$ cat config.mk
export PLATFORM = sky130hd
export DESIGN_NAME = seq_detect_sched
export DESIGN_NICKNAME = d
export VERILOG_FILES = /design/src/rtl/seq_pkg.sv /design/src/rtl/seq_rr_arb.sv /design/src/rtl/seq_detect_sched.sv
export SDC_FILE = /design/constraint.sdc
export NUM_CORES = 1
export LEC_CHECK = 0
export ABC_AREA = 1
export CAP_MARGIN = 20
export CORE_MARGIN = 2
export CORE_UTILIZATION = 25
export CTS_CLUSTER_DIAMETER = 80
export DETAILED_ROUTE_END_ITERATION = 10
export GPL_TIMING_DRIVEN = 0
export RECOVER_POWER = 25
export REMOVE_ABC_BUFFERS = 1
export SLEW_MARGIN = 20
export SYNTH_ARGS = -nofsm -noshare
export SYNTH_HDL_FRONTEND = slang
export SYNTH_HIERARCHICAL = 1
export SYNTH_SLANG_ARGS = --single-unit
$ cat constraint.sdc
create_clock -name clk -period 2.5 [get_ports clk]
set_input_delay 0.375 -clock clk [delete_from_list [all_inputs] [get_ports clk]]
set_output_delay 0.375 -clock clk [all_outputs]
set_load 0.02 [all_outputs]
$ cat src/rtl/seq_pkg.sv
// +----------------------------------------------------------------------------+
// | seq_pkg : shared types and helpers for the seq_detect_sched slice          |
// | Rev 1.0 : initial release                                                  |
// +----------------------------------------------------------------------------+
`default_nettype none

package seq_pkg;

  localparam int DEF_PAT_W = 4;
  localparam logic [DEF_PAT_W-1:0] DEF_PATTERN = 4'b1001;

  typedef enum logic [0:0] {
    ST_FILL  = 1'b0,
    ST_ARMED = 1'b1
  } ch_state_t;

  // Channel index width; a single channel still gets one bit.
  function automatic int ch_w(input int n);
    return (n <= 2) ? 1 : $clog2(n);
  endfunction

endpackage

`default_nettype wire

$ cat src/rtl/seq_rr_arb.sv
// +----------------------------------------------------------------------------+
// | seq_rr_arb : round-robin one-hot arbiter with its own rotating pointer     |
// | Rev 1.0 : initial release                                                  |
// +----------------------------------------------------------------------------+
`default_nettype none

module seq_rr_arb
  import seq_pkg::*;
#(
  parameter int N_CH = 4
) (
  input  logic            clk,
  input  logic            rst,
  input  logic            clr,
  input  logic            en,
  input  logic [N_CH-1:0] req,
  output logic [N_CH-1:0] gnt
);

  localparam int CH_W = ch_w(N_CH);

  logic [CH_W-1:0] r_ptr;
  logic [CH_W-1:0] w_ptr_nxt;
  logic            w_found;

  // Scan offsets from the pointer; the first requesting channel wins.
  always_comb begin
    gnt       = '0;
    w_found   = 1'b0;
    w_ptr_nxt = r_ptr;
    for (int i = 0; i < N_CH; i++) begin
      for (int j = 0; j < N_CH; j++) begin
        if (en && !w_found && req[j] && (j == ((int'(r_ptr) + i) % N_CH))) begin
          gnt[j]    = 1'b1;
          w_found   = 1'b1;
          w_ptr_nxt = CH_W'((j + 1) % N_CH);
        end
      end
    end
  end

  always_ff @(posedge clk or negedge rst) begin
    if (!rst) begin
      r_ptr <= '0;
    end else if (clr) begin
      r_ptr <= '0;
    end else begin
      r_ptr <= w_ptr_nxt;
    end
  end

endmodule

`default_nettype wire

$ cat src/rtl/seq_detect_sched.sv
// +----------------------------------------------------------------------------+
// | seq_detect_sched : one pattern matcher time-shared over N_CH bit streams   |
// | Optional per-channel hit counters when HIT_COUNT_EN is defined.            |
// | Rev 1.0 : initial release                                                  |
// +----------------------------------------------------------------------------+
`default_nettype none

module seq_detect_sched
  import seq_pkg::*;
#(
  parameter int               N_CH    = 4,
  parameter int               PAT_W   = DEF_PAT_W,
  parameter logic [PAT_W-1:0] PATTERN = DEF_PATTERN,
  parameter int               CNT_W   = 8,
  localparam int              CH_W    = ch_w(N_CH)
) (
  input  logic                  clk,
  input  logic                  rst,
  input  logic                  clear,
  input  logic [N_CH-1:0]       ch_valid,
  input  logic [N_CH-1:0]       ch_bit,
  output logic [N_CH-1:0]       ch_ready,
  output logic                  hit_valid,
  output logic [CH_W-1:0]       hit_ch,
  output logic [N_CH*CNT_W-1:0] hit_cnt
);

  localparam int                FILL_W      = $clog2(PAT_W + 1);
  localparam logic [FILL_W-1:0] c_fill_full = FILL_W'(PAT_W);

  logic [N_CH-1:0] w_gnt;
  logic [N_CH-1:0] w_match;
  logic            w_arb_en;
  logic [CH_W-1:0] w_hit_idx;
  logic            r_hit_valid;
  logic [CH_W-1:0] r_hit_ch;

  assign w_arb_en = ~clear;

  seq_rr_arb #(
    .N_CH (N_CH)
  ) u_arb (
    .clk (clk),
    .rst (rst),
    .clr (clear),
    .en  (w_arb_en),
    .req (ch_valid),
    .gnt (w_gnt)
  );

  assign ch_ready = w_gnt;

  for (genvar c = 0; c < N_CH; c++) begin : g_ch
    ch_state_t         r_state;
    ch_state_t         w_state_nxt;
    logic [PAT_W-1:0]  r_hist;
    logic [PAT_W-1:0]  w_hist_nxt;
    logic [FILL_W-1:0] r_fill;
    logic [FILL_W-1:0] w_fill_inc;

    assign w_hist_nxt = {r_hist[PAT_W-2:0], ch_bit[c]};
    assign w_fill_inc = (r_fill == c_fill_full) ? c_fill_full : r_fill + FILL_W'(1);

    always_comb begin
      w_state_nxt = r_state;
      if (clear) begin
        w_state_nxt = ST_FILL;
      end else if (w_gnt[c] && (w_fill_inc == c_fill_full)) begin
        w_state_nxt = ST_ARMED;
      end
    end

    // Only a channel that is armed after this bit can match, so reset zeros never alias the pattern.
    assign w_match[c] = w_gnt[c] && (w_state_nxt == ST_ARMED) && (w_hist_nxt == PATTERN);

    always_ff @(posedge clk or negedge rst) begin
      if (!rst) begin
        r_state <= ST_FILL;
        r_hist  <= '0;
        r_fill  <= '0;
      end else if (clear) begin
        r_state <= ST_FILL;
        r_hist  <= '0;
        r_fill  <= '0;
      end else begin
        r_state <= w_state_nxt;
        if (w_gnt[c]) begin
          r_hist <= w_hist_nxt;
          r_fill <= w_fill_inc;
        end
      end
    end

`ifdef HIT_COUNT_EN
    logic [CNT_W-1:0] r_cnt;

    always_ff @(posedge clk or negedge rst) begin
      if (!rst) begin
        r_cnt <= '0;
      end else if (clear) begin
        r_cnt <= '0;
      end else if (w_match[c] && (r_cnt != {CNT_W{1'b1}})) begin
        r_cnt <= r_cnt + CNT_W'(1);
      end
    end

    assign hit_cnt[c*CNT_W +: CNT_W] = r_cnt;
`else
    assign hit_cnt[c*CNT_W +: CNT_W] = '0;
`endif
  end

  // Grants are one-hot, so at most one channel matches per cycle.
  always_comb begin
    w_hit_idx = '0;
    for (int c = 0; c < N_CH; c++) begin
      if (w_match[c]) begin
        w_hit_idx = CH_W'(c);
      end
    end
  end

  always_ff @(posedge clk or negedge rst) begin
    if (!rst) begin
      r_hit_valid <= 1'b0;
      r_hit_ch    <= '0;
    end else begin
      r_hit_valid <= |w_match;
      if (|w_match) begin
        r_hit_ch <= w_hit_idx;
      end
    end
  end

  assign hit_valid = r_hit_valid;
  assign hit_ch    = r_hit_ch;

endmodule

`default_nettype wire

==> impl_metrics.py <==
metrics = {
    "logic_synthesis": {
        "ys.flop_type": "dfrtp_1",
        "ys.warnings.count": 6,
        "seq_area_frac_synth_pct": 35.2,
        "ys_seq_elements": 33,
        "synth_edf_count": 0,
        "async_flop_share_pct": 100,
        "postSynthAreaPerCell_sq_um": 7.59,
        "syn_area_sq_mm": 0.00235,
        "syn_inst": 309,
        "yosys.cell_types.count": 36,
    },
    "sta": {
        "relSlewSlack_pct": 29.9,
        "finClkSkew_ps": 6.09,
        "drv_slew": 0,
        "rsz0062_at_grt": "true",
        "setup_violations": 8,
        "tightest_slew_ps": 1050,
        "hold_viol": 0,
        "hold_ws_ps": 134,
        "layout_setup_ws_ps": -188,
        "fmax_ghz": 0.372,
        "period_needed_ps": 2690,
        "period_share_pct": 108,
    },
    "clocking": {
        "clockBufferDepth": 2,
        "cts_root_buf": "clkbuf_8",
        "clock_latency_ps": 280,
        "cts_buffers": 5,
        "postCtsHoldBufs": 0,
        "h-tree-depth": 2,
        "path_clk_slew_ps": 70,
        "cts_tree": "done",
        "clock_sinks": 33,
    },
    "finish": {
        "post-route-util_pct": 33.6,
        "area_growth_pct": 31.2,
        "final_common_cell": "inv_1",
        "final_cell_mix": "inv_1, nand2_1, conb_1",
        "nets": 385,
        "n_antenna_cell": 0,
        "layoutNonFillerInstCount": 477,
        "drive_gt1_share_pct": 29.0,
    },
    "worst_setup_path": {
        "crit_fanout": 13,
        "start_kind": "input pin",
        "path_class": "input pin to flop",
        "crit_required_ps": 2680,
        "critPathArrivalTime_ps": 2870,
        "cp-end-kind": "flop",
    },
    "place": {
        "place_ws_ps": -1950,
        "place_hpwl_mm": 3.62,
        "gp_congestion": 0.900,
        "dp.cells": 432,
        "port_buffers": 17,
    },
    "die": {
        "die_w_um": 101,
        "start_util_pct": 25.6,
        "core_sq_mm": 0.00915,
        "io_pins": 50,
        "die_h_um": 101,
        "placement_rows": 35,
        "die_area_sq_mm": 0.0102,
    },
    "route": {
        "drtIter0Drc": 104,
        "met3_length_um": 226,
        "highest_layer": "met4",
        "drt_wl_total_mm": 5.61,
        "detail-route-antenna-nets": 0,
        "firstDrtPassIters": 6,
        "wl_met1_mm": 2.27,
        "wl_per_cell_um": 11.8,
        "drcViolationCount": 0,
        "route.met2.wl_mm": 2.88,
        "num_vias": 2124,
        "viasPerCell": 4.45,
    },
    "status": {
        "violations": "setup timing",
        "status": "finished, violations left",
    },
    "power": {
        "ir_drop_mv": 0.251,
        "power_leakage_nw": 1.52,
        "total_power_mw": 2.85,
        "power_density_mw_per_mm2": 925,
    },
    "global_route": {
        "overflow": 0,
        "antenna_found_initial": 0,
        "grt_pass1_wl_mm": 9.00,
        "grt_util_all_layers_pct": 11.1,
        "grt_pass1_vias": 2046,
        "grt_max_degree": 21,
    },
    "flow_run": {
        "maxCapViolations": 0,
    },
    "min_path": {
        "hold_class": "input pin to asynchronous set/reset pin",
    },
}
==> cells in the mapped netlist (2+ instances only) <==
cell       n  area, sq um
nor2_2     5         31.3
nand2_4    2         22.5
nor2_4     3         33.8
clkbuf_1   2         7.51
buf_2      2         10.0
o21ai_0   13         65.1
buf_4     32          240
a21oi_1    6         30.0
dfrtp_1   33          826
inv_2      2         7.51
inv_1     52          195
or2_0      3         18.8
nand4_1    8         50.1
ha_1       8          100
o22ai_1   10         62.6
nand2_1   52          195
nand3_1   31          155
nand3_2    3         30.0
nor2_1    19         71.3
nor3_1     4         20.0
nand2_2    4         25.0
==> worst max-delay path, stage by stage <==
cell and delay, ps:
buf_8 130, clkinvlp_4 190, nand2_1 130, inv_2 60, nand2_2 90, nand3_4 80
nor2_4 110, nand4_4 110, nor2_4 160, nand4_4 100, nor2_4 130, nand4_1 180
o2111ai_4 170, inv_2 70, or2_4 240, nor2_2 70, nand2_1 80, nand2_2 80
nand2_2 50, nand2_2 80, nor2_2 50, nand2_1 60, nand2_1 50
==> timing repair <==
action	4_1_cts	5_1_grt
resized for setup	52	40
gates cloned	1	0
setup buffers	28	12
endpoints found under the setup margin	37	36
pin swaps	18	25
==> sequential cells by signal (all words and copies together), names as in the netlist <==
name          cells
g_ch.r_state      4
u_arb/r_ptr       2
hit_valid         1
g_ch.r_hist      12
hit_ch            2
g_ch.r_fill      12
==> path summary, 6_finish.rpt <==
kind,startpoint,end,slack (ps),cells after the start
max reg2reg,u_arb/r_ptr[1],hit_ch[1],-180,21
min,rst,g_ch[3].r_hist[0],130,1
max in group asynchronous,rst,u_arb/r_ptr[1],890,2
min in group clk,clear,g_ch[1].r_state,320,2
min reg2reg,hit_ch[0],hit_ch[0],470,2
max,clear,hit_ch[1],-190,23
==> per-layer routing <==
layer,vias to the layer above,track usage (%)
met1,982,12.7
met2,75,19.2
met3,21,2.84
li1,1046,-
met5,-,0
met4,0,5.58
==> where the power goes <==
group	internal [mW]	total, mW	switching, mW
Sequential	0.667	0.784	0.117
Combinational	0.759	1.65	0.895
Clock	0.218	0.410	0.191
Total	1.64	2.85	1.20
==> metrics by stage <==
step / cell area (sq um) / TNS, ps
after floorplan: 2190 / -2170
after global placement: 2500 / -50510
after detailed placement: 2520 / -51550
after CTS: 2900 / -1650
after global routing: 3080 / -2470
final: 3080 / -988
==> layout make-up <==
class                      instances  area [sq um]
tap                              111           139
multi-input combinational        216          1320
sequential                        33           828
timing repair buffer              55           494
inverter                          54           206
timing repair inverter             1          5.00
fill                             916          6070
clock buffer                       7          86.3
==> logic make-up (layout without fill, tap and decap cells) <==
family                   Yosys count  in the layout  share of synthesized area, %
AO/OA/AOI/OAI                     35             35                          8.59
other                              1             32                         0.160
AND/OR/NAND/NOR                  141            141                          31.6
flip-flops                        33             33                          35.2
adder cells (fa/ha/maj)            8              8                          4.27
buffers and inverters             91            117                          20.2
(Power assumes the default switching activity.)
